==> src/rtl/pet_prg_dump.sv <==
// pet_prg_dump: reads the BASIC program from PET RAM over DMA and streams it as a .PRG image
module pet_prg_dump #(
  parameter logic [15:0] PTR_START = 16'h0028,
  parameter logic [15:0] PTR_END   = 16'h002A,
  parameter logic [15:0] MAX_LEN   = 16'h8000
) (
  input  logic        clk_sys,
  input  logic        reset_n,
  input  logic        start,
  output logic        busy,
  output logic        done,
  output logic        err,
  output logic [14:0] dma_addr,
  output logic        dma_rd,
  input  logic [7:0]  dma_dout,
  output logic [7:0]  out_data,
  output logic        out_valid,
  input  logic        out_ready,
  output logic [16:0] out_addr,
  output logic        out_last
);
  typedef enum logic [2:0] {IDLE, PTR, CHECK, HDR0, HDR1, BODY, DONE} state_t;
  state_t state;
  logic [31:0] ptrs;
  logic [15:0] ra, oi, st, en, len;
  logic rd_q, buf_v, fire, ofree, bad, iss;
  logic [7:0] buf_d;
  always_comb begin
    st = ptrs[15:0];
    en = ptrs[31:16];
    len = en - st;
    fire = out_valid & out_ready;
    ofree = !out_valid | out_ready;
    bad = en <= st || len > MAX_LEN || en > 16'h8000;
    // a body read is only issued when the output register plus one prefetch slot can absorb it
    iss = !dma_rd && (state == PTR ? ra < 16'd4 :
          state == BODY && ra < len && 2'(out_valid & !out_ready) + 2'(buf_v) + 2'(rd_q) <= 2'd1);
  end
  always_ff @(posedge clk_sys) begin
    if (!reset_n) begin
      state <= IDLE;
      busy <= 1'b0;
      done <= 1'b0;
      err <= 1'b0;
      dma_rd <= 1'b0;
      dma_addr <= '0;
      out_valid <= 1'b0;
      out_last <= 1'b0;
      out_addr <= '0;
      out_data <= '0;
      ptrs <= '0;
      ra <= '0;
      oi <= '0;
      rd_q <= 1'b0;
      buf_v <= 1'b0;
      buf_d <= '0;
    end else begin
      rd_q <= dma_rd;
      dma_rd <= iss;
      if (iss) begin
        dma_addr <= state == PTR ? 15'((ra[1] ? PTR_END : PTR_START) + 16'(ra[0])) : 15'(st + ra);
        ra <= ra + 16'd1;
      end
      case (state)
        IDLE: if (start) begin
          state <= PTR;
          busy <= 1'b1;
          err <= 1'b0;
          ra <= '0;
          oi <= '0;
        end
        PTR: if (rd_q) begin
          ptrs <= {dma_dout, ptrs[31:8]};
          oi <= oi + 16'd1;
          if (oi == 16'd3) state <= CHECK;
        end
        CHECK: begin
          oi <= '0;
          ra <= '0;
          if (bad) begin
            state <= DONE;
            done <= 1'b1;
            err <= 1'b1;
          end else begin
            state <= HDR0;
            out_valid <= 1'b1;
            out_data <= st[7:0];
            out_addr <= '0;
          end
        end
        HDR0: if (fire) begin
          state <= HDR1;
          out_data <= st[15:8];
          out_addr <= 17'd1;
        end
        HDR1: if (fire) begin
          state <= BODY;
          out_valid <= 1'b0;
        end
        BODY: begin
          buf_v <= ofree ? buf_v & rd_q : buf_v | rd_q;
          if (rd_q && (buf_v || !ofree)) buf_d <= dma_dout;
          if (ofree && (buf_v || rd_q)) begin
            out_valid <= 1'b1;
            out_data <= buf_v ? buf_d : dma_dout;
            out_addr <= 17'(oi) + 17'd2;
            out_last <= oi == len - 16'd1;
            oi <= oi + 16'd1;
          end else if (fire) out_valid <= 1'b0;
          if (fire && out_last) begin
            state <= DONE;
            done <= 1'b1;
            out_valid <= 1'b0;
            out_last <= 1'b0;
          end
        end
        DONE: begin
          state <= IDLE;
          done <= 1'b0;
          err <= 1'b0;
          busy <= 1'b0;
        end
        default: state <= IDLE;
      endcase
    end
  end
endmodule

==> config.mk <==
export PLATFORM = sky130hd
export DESIGN_NAME = pet_prg_dump
export DESIGN_NICKNAME = d
export VERILOG_FILES = /design/src/rtl/pet_prg_dump.sv
export SDC_FILE = /design/constraint.sdc
export NUM_CORES = 1
export LEC_CHECK = 0
export BUFFER_PORTS_ARGS = -buffer_cell sky130_fd_sc_hd__buf_2
export CAP_MARGIN = 20
export CORE_ASPECT_RATIO = 1.2
export CORE_UTILIZATION = 55
export DETAILED_ROUTE_END_ITERATION = 8
export PLACE_DENSITY = 0.7
export SYNTH_ARGS = -nofsm -noshare
export SYNTH_HDL_FRONTEND = slang
export SYNTH_SLANG_ARGS = --single-unit
export TNS_END_PERCENT = 5
==> constraint.sdc <==
create_clock -name clk_sys -period 5.4 [get_ports clk_sys]
set_clock_uncertainty 0.2 [all_clocks]
set_input_delay 1.08 -clock clk_sys [delete_from_list [all_inputs] [get_ports clk_sys]]
set_output_delay 1.08 -clock clk_sys [all_outputs]
set_load 0.03 [all_outputs]
==> results of run 1 <==
-- kinds of logic (layout without fill, tap and decap cells) --
kind of cell             after synthesis  in the layout  share of synthesized area [%]
buffers and inverters                 97            144                           4.86
multiplexers                          46             46                           5.78
XOR/XNOR                              68             68                           7.66
adder cells (fa/ha/maj)               50             50                           7.95
flip-flops                           123            123                           30.6
AND/OR/NAND/NOR                      405            405                           24.7
AO/OA/AOI/OAI                        214            214                           18.5
-- state kept, by name, summed over array words and instances, names as in the netlist, 3 cells and up --
signal,count
oi,16
ra,16
out_addr,17
out_data,8
state,3
buf_d,8
dma_addr,15
ptrs,32
-- Yosys cell counts (21+ instances only) --
cell / instances
o21ai_0: 32
inv_1: 43
a21oi_1: 81
dfxtp_1: 123
nor3_1: 21
clkbuf_1: 42
ha_1: 48
xnor2_1: 33
nor2_1: 101
nand2_1: 125
mux2i_1: 42
nand3_1: 27
xor2_1: 33
or3_1: 24
-- worst max-delay path by stage --
stage	start	end	slack [ns]	cells past startpoint
5_1_grt	ptrs[0]$_SDFFE_PN0P_	dma_addr[7]$_SDFFE_PN0P_	0.008	17
2_1_floorplan	ptrs[0]$_SDFFE_PN0P_	ra[10]$_SDFF_PN0_	1.02	17
6_report	ptrs[1]$_SDFFE_PN0P_	dma_addr[8]$_SDFFE_PN0P_	0.45	17
4_1_cts	ptrs[0]$_SDFFE_PN0P_	dma_addr[8]$_SDFFE_PN0P_	0.29	17
3_5_place_dp	ptrs[0]$_SDFFE_PN0P_	dma_addr[8]$_SDFFE_PN0P_	0.33	17
3_3_place_gp	ptrs[0]$_SDFFE_PN0P_	dma_addr[4]$_SDFFE_PN0P_	0.44	17
-- power by group --
part           switching, W  internal, W  leakage [nW]
sequential        0.0000607     0.000943         0.992
combinational      0.000395     0.000213          2.30
clock              0.000444     0.000704         0.282
total              0.000899      0.00186          3.58
-- through the flow --
step | worst slack, ns | cell area (µm²) | hold WS [ns]
2_1_floorplan | 1.02 | 8060 | 0.258
3_3_place_gp | 0.445 | 8410 | 0.235
3_5_place_dp | 0.326 | 8410 | 0.240
4_1_cts | 0.290 | 9010 | 0.247
5_1_grt | 0.00779 | 9060 | 0.290
6_report | 0.448 | 9060 | 0.246
-- worst max-delay path: cells and delay by family, from the launching register on --
kind / cells / cell delay, ns
adders and majority gates: 2 / 0.57
buffers and inverters: 3 / 0.55
DFF: 1 / 0.42
and+or+nand+nor: 3 / 0.77
AOI/OAI and AO/OA: 8 / 2.00
xor gates and xnor gates: 1 / 0.33
-- area by class of cell --
| class | count | area [µm²] |
|---|---|---|
| sequential | 123 | 2460 |
| inverter | 44 | 165 |
| tap | 175 | 219 |
| clock buffer | 19 | 453 |
| fill | 1288 | 5300 |
| multi-input combinational | 783 | 5230 |
| timing repair buffer | 68 | 385 |
| clock inverter | 13 | 144 |
-- routing by layer --
metal  vias to the layer above  GRT usage, %
met4                         0          13.8
met1                      3529          36.5
li1                       3635             -
met3                        45          4.80
met5                         -             0
met2                       187          49.1
==> results by group, run 1 <==
Die
  • Placeable Area: 14400 µm²
  • # IOs: 58
  • Die height: 135 µm
  • Die span in x: 112 µm
  • Die ar.: 15100 µm²
  • Initial core utilization: 56.1%
  • FP Rows: 48

Logic synthesis
  • Synth Area per Inst: 8.03 µm²
  • Distinct cells, synth: 79
  • Synthesis Warnings: 0
  • Syn nets: 1065
  • Number of synthesized flops with an enable pin: 0
  • Gate Count Post-Synth: 1003
  • Area of the mapped netlist: 8060 µm²
  • Top cell type by total area after synthesis: dfxtp_1
  • Sequential share of the synthesized area: 30.6%
  • Area fraction of the dominant cell type after synthesis: 30.6%
  • Yosys reg bits: 123
  • FFs w/ async S/R, synth: 0%
  • Ranking of synthesized cells by area: dfxtp_1 31%, ha_1 7.5%, nand2_1 5.8%
  • Synth Flop Type: dfxtp_1

Placement
  • Placed cells: 1191
  • Routability cong.: 0.951
  • Hpwl dp: 15600 µm
  • IO Port Bufs: 57

Clocking
  • CTS root buffer: clkbuf_16
  • Htree depth: 4
  • Hold-fix buffers at CTS: 0
  • CTS tree: done
  • CTS Sinks: 123
  • TritonCTS buffer count: 17
  • Post-cts resize count: 0
  • Worst-case clock buffer depth: 2
  • Clk_lat worst skew: 0.43 ns
  • Buffer count from post-CTS setup fixing: 0
  • Clock transition at path regs: 0.06 ns

Detailed routing
  • Initial drt markers: 539
  • ANT nets after route: 0
  • Vias after detailed routing: 7396
  • Via-per-instance ratio: 6.04
  • DRT met1 WL: 9670 µm
  • First drt pass iteration count: 7
  • Met3 wire len: 787 µm
  • Final wirelength: 21500 µm
  • Met2 wire len: 10400 µm
  • Wirelength per Cell: 17.6 µm
  • Top Layer Used: met4
  • Number of remaining DRC errors: 0

Timing
  • Fmax: 0.202 GHz
  • Min cycle time layout: 4.95 ns
  • Max-slew violations: 0
  • RSZ-0062 raised after global routing: no
  • Final setup violation count: 0
  • Final worst path period share: 91.7%
  • Slew HR: 28.5%
  • Worst-margin pin slew: 1.07 ns
  • Final Hold Fails: 0
  • Setup TNS: 0 ns

Cells and area
  • Commonest cells after routing, fill and taps aside: 125 x nand2_1, 123 x dfxtp_1, 101 x nor2_1
  • Most common cell after layout, fill and taps aside: nand2_1
  • N_diodes: 0
  • Layout cell share with drive strength beyond 1: 14.0%
  • Area grow syn2layout: 12.4%
  • Final Util: 63.1%
  • Final nets: 1099
  • Non-filler instance count after layout: 1225

Global route
  • Vias in the first global route: 6777
  • Total gr overflow: 0
  • Wire length of the first global-routing pass: 34600 µm
  • Largest net degree at the start of global routing: 60
  • Global-route usage over all layers: 29.2%
  • Initial antenna violation count: 0

Power
  • Pwr dens: 305 nW/µm²
  • Total power: 0.00276 W
  • Worst vdd ir: 212 µV
  • Leakage: 3.58 nW

Worst setup path
  • Worst r2r dst: dma_addr[8]$_SDFFE_PN0P_
  • Kind of critical path: register to register
  • Startpoint types: register
  • Max FO, Critical Path: 34
  • FF-to-FF Start: ptrs[1]$_SDFFE_PN0P_
  • R2R setup slack: 0.45 ns
  • Endpoint class of the critical path: register
  • Max stage delay on crit path: 0.42 ns
  • R2r worst-path depth: 17
  • CP cell instances: inv_1 > ha_1 > nor2b_1 > o21ai_2 > a221oi_1 > nor2_1 > xnor2_2 > inv_1 > ha_1 > a2111oi_0 > o2bb2ai_1 > a22oi_1 > o2111ai_1 > a21oi_4 > buf_4 > or3_1 > a21oi_1
  • CP required: 5.55 ns
  • CP arrival: 5.10 ns
  • CP max-delay cell: dfxtp_1

Status
  • Outcome: complete, no violations

Run
  • Maxcap violations: 0

Worst hold path
  • Beginning of the worst hold path: dma_addr[11]$_SDFFE_PN0P_
  • Hold endpoint: dma_addr[11]$_SDFFE_PN0P_
  • WHS Path Cells: 2
  • Hold Path Class: register to register
Note: power is estimated with default switching activity, not from simulation.
==> inputs of run 2 (changes only) <==
--- a/config.mk
+++ b/config.mk
@@ -6,11 +6,11 @@
 export NUM_CORES = 1
 export LEC_CHECK = 0
 export BUFFER_PORTS_ARGS = -buffer_cell sky130_fd_sc_hd__buf_2
-export CAP_MARGIN = 20
+export CAP_MARGIN = 25
 export CORE_ASPECT_RATIO = 1.2
-export CORE_UTILIZATION = 55
+export CORE_UTILIZATION = 25
 export DETAILED_ROUTE_END_ITERATION = 8
-export PLACE_DENSITY = 0.7
+export PLACE_DENSITY = 0.48
 export SYNTH_ARGS = -nofsm -noshare
 export SYNTH_HDL_FRONTEND = slang
 export SYNTH_SLANG_ARGS = --single-unit
==> run 2 against run 1 <==
The run now ends with design-rule violations left. Final area up 4.1%. Flip-flop and latch count unchanged. Cell count up 20%. Utilization down 33 points. Combinational power up 4.9%. Die area up 120%. Count of clock-buffer cells in the layout unchanged. Maximum frequency up 2.3%.
==> results by group, run 2 (synthesis gave the netlist of run 1 again) <==
Status
  • Outcome: finished, violations left
  • Failing checks: design-rule violations

Cells and area
  • Final nets: 1112
  • Largest regs: ptrs: 32 flops, out_addr: 17 flops
  • Post-route cell area: 9430 µm²
  • Layout fillers: 3375
  • FF+latch area: 2460 µm²
  • Top reg by flops: ptrs
  • Most common cell after layout, fill and taps aside: nand2_1
  • Area grow syn2layout: 17.0%
  • N_diodes: 0
  • Layout cell share with drive strength beyond 1: 15.0%
  • Multi-input logic area: 5230 µm²
  • Max FFs per register: 32
  • Commonest cells after routing, fill and taps aside: 125 x nand2_1, 123 x dfxtp_1, 101 x nor2_1

Clocking
  • CTS root buffer: clkbuf_16
  • Worst-case clock buffer depth: 2
  • Clock transition at path regs: 0.06 ns
  • Buffer count from post-CTS setup fixing: 0
  • CTS Sinks: 123
  • CTS tree: done
  • Hold-fix buffers at CTS: 0
  • Clk_lat worst skew: 0.44 ns
  • Htree depth: 4
  • TritonCTS buffer count: 17

Die
  • Initial core utilization: 25.6%
  • Die span in x: 166 µm
  • Die height: 199 µm
  • Die ar.: 33000 µm²
  • FP Rows: 71
  • Placeable Area: 31500 µm²
  • # IOs: 58

Global route
  • Total gr overflow: 0
  • Wire length of the first global-routing pass: 39300 µm
  • Initial antenna violation count: 0
  • Global-route usage over all layers: 15.4%
  • Largest net degree at the start of global routing: 33
  • Vias in the first global route: 7000

Worst setup path
  • CP required: 5.56 ns
  • CP arrival: 5.00 ns
  • R2R setup slack: 0.56 ns
  • Max stage delay on crit path: 0.44 ns
  • CP max-delay cell: ha_1
  • Kind of critical path: register to register
  • CP cell instances: inv_1 > ha_1 > nand2_1 > or3_1 > or2_1 > a31oi_1 > mux2i_1 > nor2_2 > ha_1 > a21o_1 > a2111oi_0 > buf_4 > a21oi_4 > buf_4 > or3_1 > a21oi_1
  • Max FO, Critical Path: 25
  • Startpoint types: register
  • Endpoint class of the critical path: register

Timing
  • Min cycle time layout: 4.84 ns
  • RSZ-0062 raised after global routing: no
  • Setup TNS: 0 ns
  • Final worst path period share: 89.6%
  • Final Hold Fails: 0
  • Worst-margin pin slew: 0.788 ns
  • PnR worst setup slack: 0.560 ns
  • Fmax: 0.207 GHz
  • Slew HR: 47.1%
  • Max-slew violations: 0
  • Final setup violation count: 0

Detailed routing
  • Number of remaining DRC errors: 4
  • Vias after detailed routing: 7265
  • Wirelength per Cell: 16.9 µm
  • Via-per-instance ratio: 4.96
  • First drt pass iteration count: 7
  • ANT nets after route: 0
  • Final wirelength: 24700 µm
  • Initial drt markers: 447

Power
  • Combinational share of power: 22.8%
  • Total power: 0.00279 W
  • Worst vdd ir: 229 µV
  • Pwr dens: 296 nW/µm²
  • Cell internal pwr: 0.00186 W
  • P_sw: 0.000935 W
  • Net Sw Frac: 33.5%
  • Leakage: 3.64 nW
  • Sequential fraction of design power: 36.1%
  • Clock group share of total power: 41.1%

Placement
  • Worst slack at placement: 0.391 ns
  • Routability cong.: 0.886
  • Hpwl dp: 18800 µm
  • IO Port Bufs: 57
  • Post-DP Area: 8820 µm²

Worst hold path
  • Hold Path Class: register to register

Run
  • Maxcap violations: 0
-- run 2: layer usage --
metal  vias to the layer above  global-route usage (%)  routed length, µm
met5                         -                       0                  0
met4                         0                    8.17                868
met3                        33                    1.97                644
met2                       136                    26.7              12300
met1                      3439                    18.6              10900
li1                       3657                       -                  -
-- run 2: layout make-up --
class                   count  area share, %
clock inverters            13           1.53
repair buffers             81           5.12
well taps                 401           5.32
multi-input cells         783           55.5
inverters                  44           1.75
flip-flops and latches    123           26.1
clock buffers              19           4.70
-- run 2: worst paths after layout --
kind	from	to	cells after the start
setup / recovery	ptrs[9]$_SDFFE_PN0P_	dma_addr[9]$_SDFFE_PN0P_	16
hold / removal	dma_addr[6]$_SDFFE_PN0P_	dma_addr[6]$_SDFFE_PN0P_	2
setup reg to reg	ptrs[9]$_SDFFE_PN0P_	dma_addr[9]$_SDFFE_PN0P_	16
hold reg to reg	dma_addr[6]$_SDFFE_PN0P_	dma_addr[6]$_SDFFE_PN0P_	2
-- run 2: metrics by stage --
stage,cells,utilization [%],hold WS [ns]
after CTS,1463,29.8,0.250
after floorplan,1003,-,0.258
after global placement,1429,27.9,0.240
after global routing,1464,29.9,0.289
final,1464,29.9,0.249
after detailed placement,1431,28.0,0.244
-- run 2: power by group through the flow --
stage | clock [W] | combinational (W) | sequential [W]
3_5_place_dp | 0 | 0.000638 | 0.00103
6_report | 0.00115 | 0.000637 | 0.00101
3_3_place_gp | 0 | 0.000637 | 0.00103
4_1_cts | 0.00118 | 0.000641 | 0.00101
5_1_grt | 0.00122 | 0.000706 | 0.00102
2_1_floorplan | 0 | 0.000445 | 0.00103
-- run 2: timing repair --
| item | in CTS | in global routing |
|---|---|---|
| hold endpoints to repair | 0 | 0 |
| setup endpoints to repair | 0 | 7 |
| gates resized for setup | 0 | 2 |
-- run 2: worst max-delay path: cells and delay by family, from the launching register on --
family	cells	cell delay, ns
fa+ha+maj	2	0.76
simple gates	5	1.35
flops	1	0.40
buf+inv	3	0.54
mux	1	0.34
compound gates	5	1.17
==> inputs of run 3 (changes only) <==
--- a/config.mk
+++ b/config.mk
@@ -5,6 +5,7 @@
 export SDC_FILE = /design/constraint.sdc
 export NUM_CORES = 1
 export LEC_CHECK = 0
+export ABC_AREA = 1
 export BUFFER_PORTS_ARGS = -buffer_cell sky130_fd_sc_hd__buf_2
 export CAP_MARGIN = 25
 export CORE_ASPECT_RATIO = 1.2
==> run 3 against run 2 <==
The run now ends clean. Final area up 3.2%. Via count up 18%. Sequential share of layout area down 0.80 points. Cell count up 25%. Worst setup slack better by 0.27 ns. Sequential power up 4%. Hold slack better by 0.0075 ns. Critical path type unchanged. Critical endpoint is now ra[1]$_SDFF_PN0_.
==> results by group, run 3 <==
Status
  • Outcome: complete, no violations

Run
  • Maxcap violations: 0

Cells and area
  • Final Util: 29.4%
  • Post-route cell area: 9730 µm²
  • Layout cell share with drive strength beyond 1: 10.1%
  • Final nets: 1423
  • Top reg by flops: ptrs
  • Largest regs: ptrs: 32 flops, out_addr: 17 flops
  • Area grow syn2layout: 16.0%
  • Most common cell after layout, fill and taps aside: nand2_1
  • Commonest cells after routing, fill and taps aside: 308 x nand2_1, 176 x nor2_1, 151 x inv_1
  • Max FFs per register: 32
  • Layout fillers: 3793
  • Non-filler instance count after layout: 1825

Power
  • Leakage: 4.45 nW
  • Clock group share of total power: 29.5%
  • Combinational share of power: 45.5%
  • Net Sw Frac: 44.7%
  • Sequential fraction of design power: 25.0%
  • Pwr dens: 433 nW/µm²
  • Cell internal pwr: 0.00233 W
  • Worst vdd ir: 219 µV
  • P_sw: 0.00188 W

Clocking
  • Htree depth: 4
  • CTS tree: done
  • Hold-fix buffers at CTS: 0
  • Worst-case clock buffer depth: 2
  • Clock transition at path regs: 0.06 ns
  • Clk_lat worst skew: 0.43 ns
  • CTS Sinks: 123
  • Post-cts resize count: 0
  • CTS root buffer: clkbuf_16
  • Buffer count from post-CTS setup fixing: 0
  • TritonCTS buffer count: 17

Worst hold path
  • Hold Path Class: register to register

Detailed routing
  • Initial drt markers: 681
  • DRT met1 WL: 13600 µm
  • Met3 wire len: 1150 µm
  • Via-per-instance ratio: 4.71
  • ANT nets after route: 0
  • Wirelength per Cell: 15.7 µm
  • Final wirelength: 28700 µm
  • Met2 wire len: 13300 µm
  • First drt pass iteration count: 6
  • Number of remaining DRC errors: 0
  • Vias after detailed routing: 8594
  • Top Layer Used: met4

Logic synthesis
  • Synth top cells by count: 308 x nand2_1, 177 x nor2_1, 151 x inv_1, 123 x dfxtp_1, 122 x a21oi_1
  • Synth Flop Type: dfxtp_1
  • Area fraction of the dominant cell type after synthesis: 29.4%
  • Top-count cell post-synth: nand2_1
  • Synthesis Warnings: 0
  • Synth Area per Inst: 6.36 µm²
  • FFs w/ async S/R, synth: 0%
  • Sequential share of the synthesized area: 29.4%
  • Gate Count Post-Synth: 1318
  • Top cell type by total area after synthesis: dfxtp_1
  • Number of synthesized flops with an enable pin: 0
  • Area of the mapped netlist: 8390 µm²
  • Yosys reg bits: 123
  • Syn nets: 1380
  • Ranking of synthesized cells by area: dfxtp_1 29%, nand2_1 14%, nor2_1 7.9%
  • Distinct cells, synth: 47

Worst setup path
  • CP required: 5.57 ns
  • CP arrival: 4.74 ns
  • Endpoint class of the critical path: register
  • Kind of critical path: register to register
  • Startpoint types: register
  • Max FO, Critical Path: 33

Global route
  • Wire length of the first global-routing pass: 45500 µm
  • Initial antenna violation count: 0
  • Global-route usage over all layers: 17.1%
  • Largest net degree at the start of global routing: 59
  • Vias in the first global route: 8170
  • Total gr overflow: 0

Timing
  • Setup TNS: 0 ns
  • Final Hold Fails: 0
  • Final worst path period share: 84.6%
  • Min cycle time layout: 4.57 ns
  • Slew HR: 35.5%
  • Fmax: 0.219 GHz
  • PnR worst setup slack: 0.832 ns
  • Final setup violation count: 0
  • Worst-margin pin slew: 0.963 ns
  • Max-slew violations: 0
  • RSZ-0062 raised after global routing: no

Placement
  • Placed cells: 1791
  • Worst slack at placement: 0.858 ns
  • Hpwl dp: 22100 µm
  • Routability cong.: 0.903
  • Post-DP Area: 9100 µm²
  • IO Port Bufs: 57

Die
  • # IOs: 58
  • FP Rows: 73
  • Die span in x: 169 µm
  • Die ar.: 34300 µm²
  • Placeable Area: 33100 µm²
  • Initial core utilization: 25.4%
  • Die height: 203 µm
## run 3: changes by cell type after synthesis, moves of 14 or more
cell	change
inv_1	+108
nor2_1	+76
nand2_2	+14
xnor2_1	-26
mux2i_1	-42
o21ai_0	+48
and3_1	-17
or3_1	-24
a21oi_1	+41
clkbuf_1	-18
nand3_1	+66
nand2_1	+183
## run 3: layout make-up
class                      instances  area, µm²  area share, %
antenna                            1       2.50         0.0257
clock buffer                      19        453           4.66
clock inverter                    13        165           1.70
inverter                         164        616           6.33
multi-input combinational        990       5120           52.7
sequential                       123       2460           25.3
tap                              450        563           5.79
timing repair buffer              65        343           3.52
## run 3: worst paths after layout
path	slack (ns)	startpoint	cells past startpoint	end
max	0.83	ptrs[9]$_SDFFE_PN0P_	19	ra[1]$_SDFF_PN0_
max reg2reg	0.83	ptrs[9]$_SDFFE_PN0P_	19	ra[1]$_SDFF_PN0_
min reg2reg	0.26	out_addr[8]$_SDFFE_PN0P_	2	out_addr[8]$_SDFFE_PN0P_
min	0.26	out_addr[8]$_SDFFE_PN0P_	2	out_addr[8]$_SDFFE_PN0P_
## run 3: routing by layer
layer  vias up  global-route usage, %
met3        38                   2.36
met5         -                      0
met4         0                   5.41
met1      3925                   22.8
li1       4412                      -
met2       219                   28.3
## run 3: logic make-up (layout without fill, tap and decap cells)
logic type	count (synthesis)	after routing	synth area share [%]
XOR/XNOR	33	33	3.45
AO/OA/AOI/OAI	243	243	15.6
other	0	1	0
AND/OR/NAND/NOR	664	664	34.3
adder cells (fa/ha/maj)	50	50	7.64
flip-flops	123	123	29.4
buffers and inverters	205	261	9.62
## run 3: worst max-delay path: stages (launching register included)
cell and delay [ns]:
dfxtp_1 0.33, inv_1 0.13, ha_1 0.43, nand2_1 0.15, inv_1 0.06, a21oi_1 0.28
nor3_1 0.08, nor2_1 0.10, nand2_1 0.07, xnor2_1 0.35, ha_1 0.33, a21oi_1 0.13
o21ai_0 0.09, a2111oi_0 0.44, nand2_1 0.22, nand2_4 0.27, nand2_2 0.39, inv_1 0.27
nor2_1 0.06, nor2_1 0.10
## run 3: metrics by stage
| stage | total power, W | hold slack, ns |
|---|---|---|
| after floorplan | 0.00254 | 0.267 |
| after global placement | 0.00299 | 0.247 |
| after detailed placement | 0.00299 | 0.251 |
| after CTS | 0.00425 | 0.261 |
| after global routing | 0.00452 | 0.274 |
| final | 0.00422 | 0.257 |
## run 3: power by group through the flow
| stage | logic [W] | registers (W) | clock network (W) |
|---|---|---|---|
| global placement | 0.00192 | 0.00107 | 0 |
| global route | 0.00216 | 0.00107 | 0.00130 |
| floorplan | 0.00138 | 0.00116 | 0 |
| CTS | 0.00193 | 0.00105 | 0.00127 |
| finish | 0.00192 | 0.00105 | 0.00124 |
| detailed placement | 0.00192 | 0.00107 | 0 |
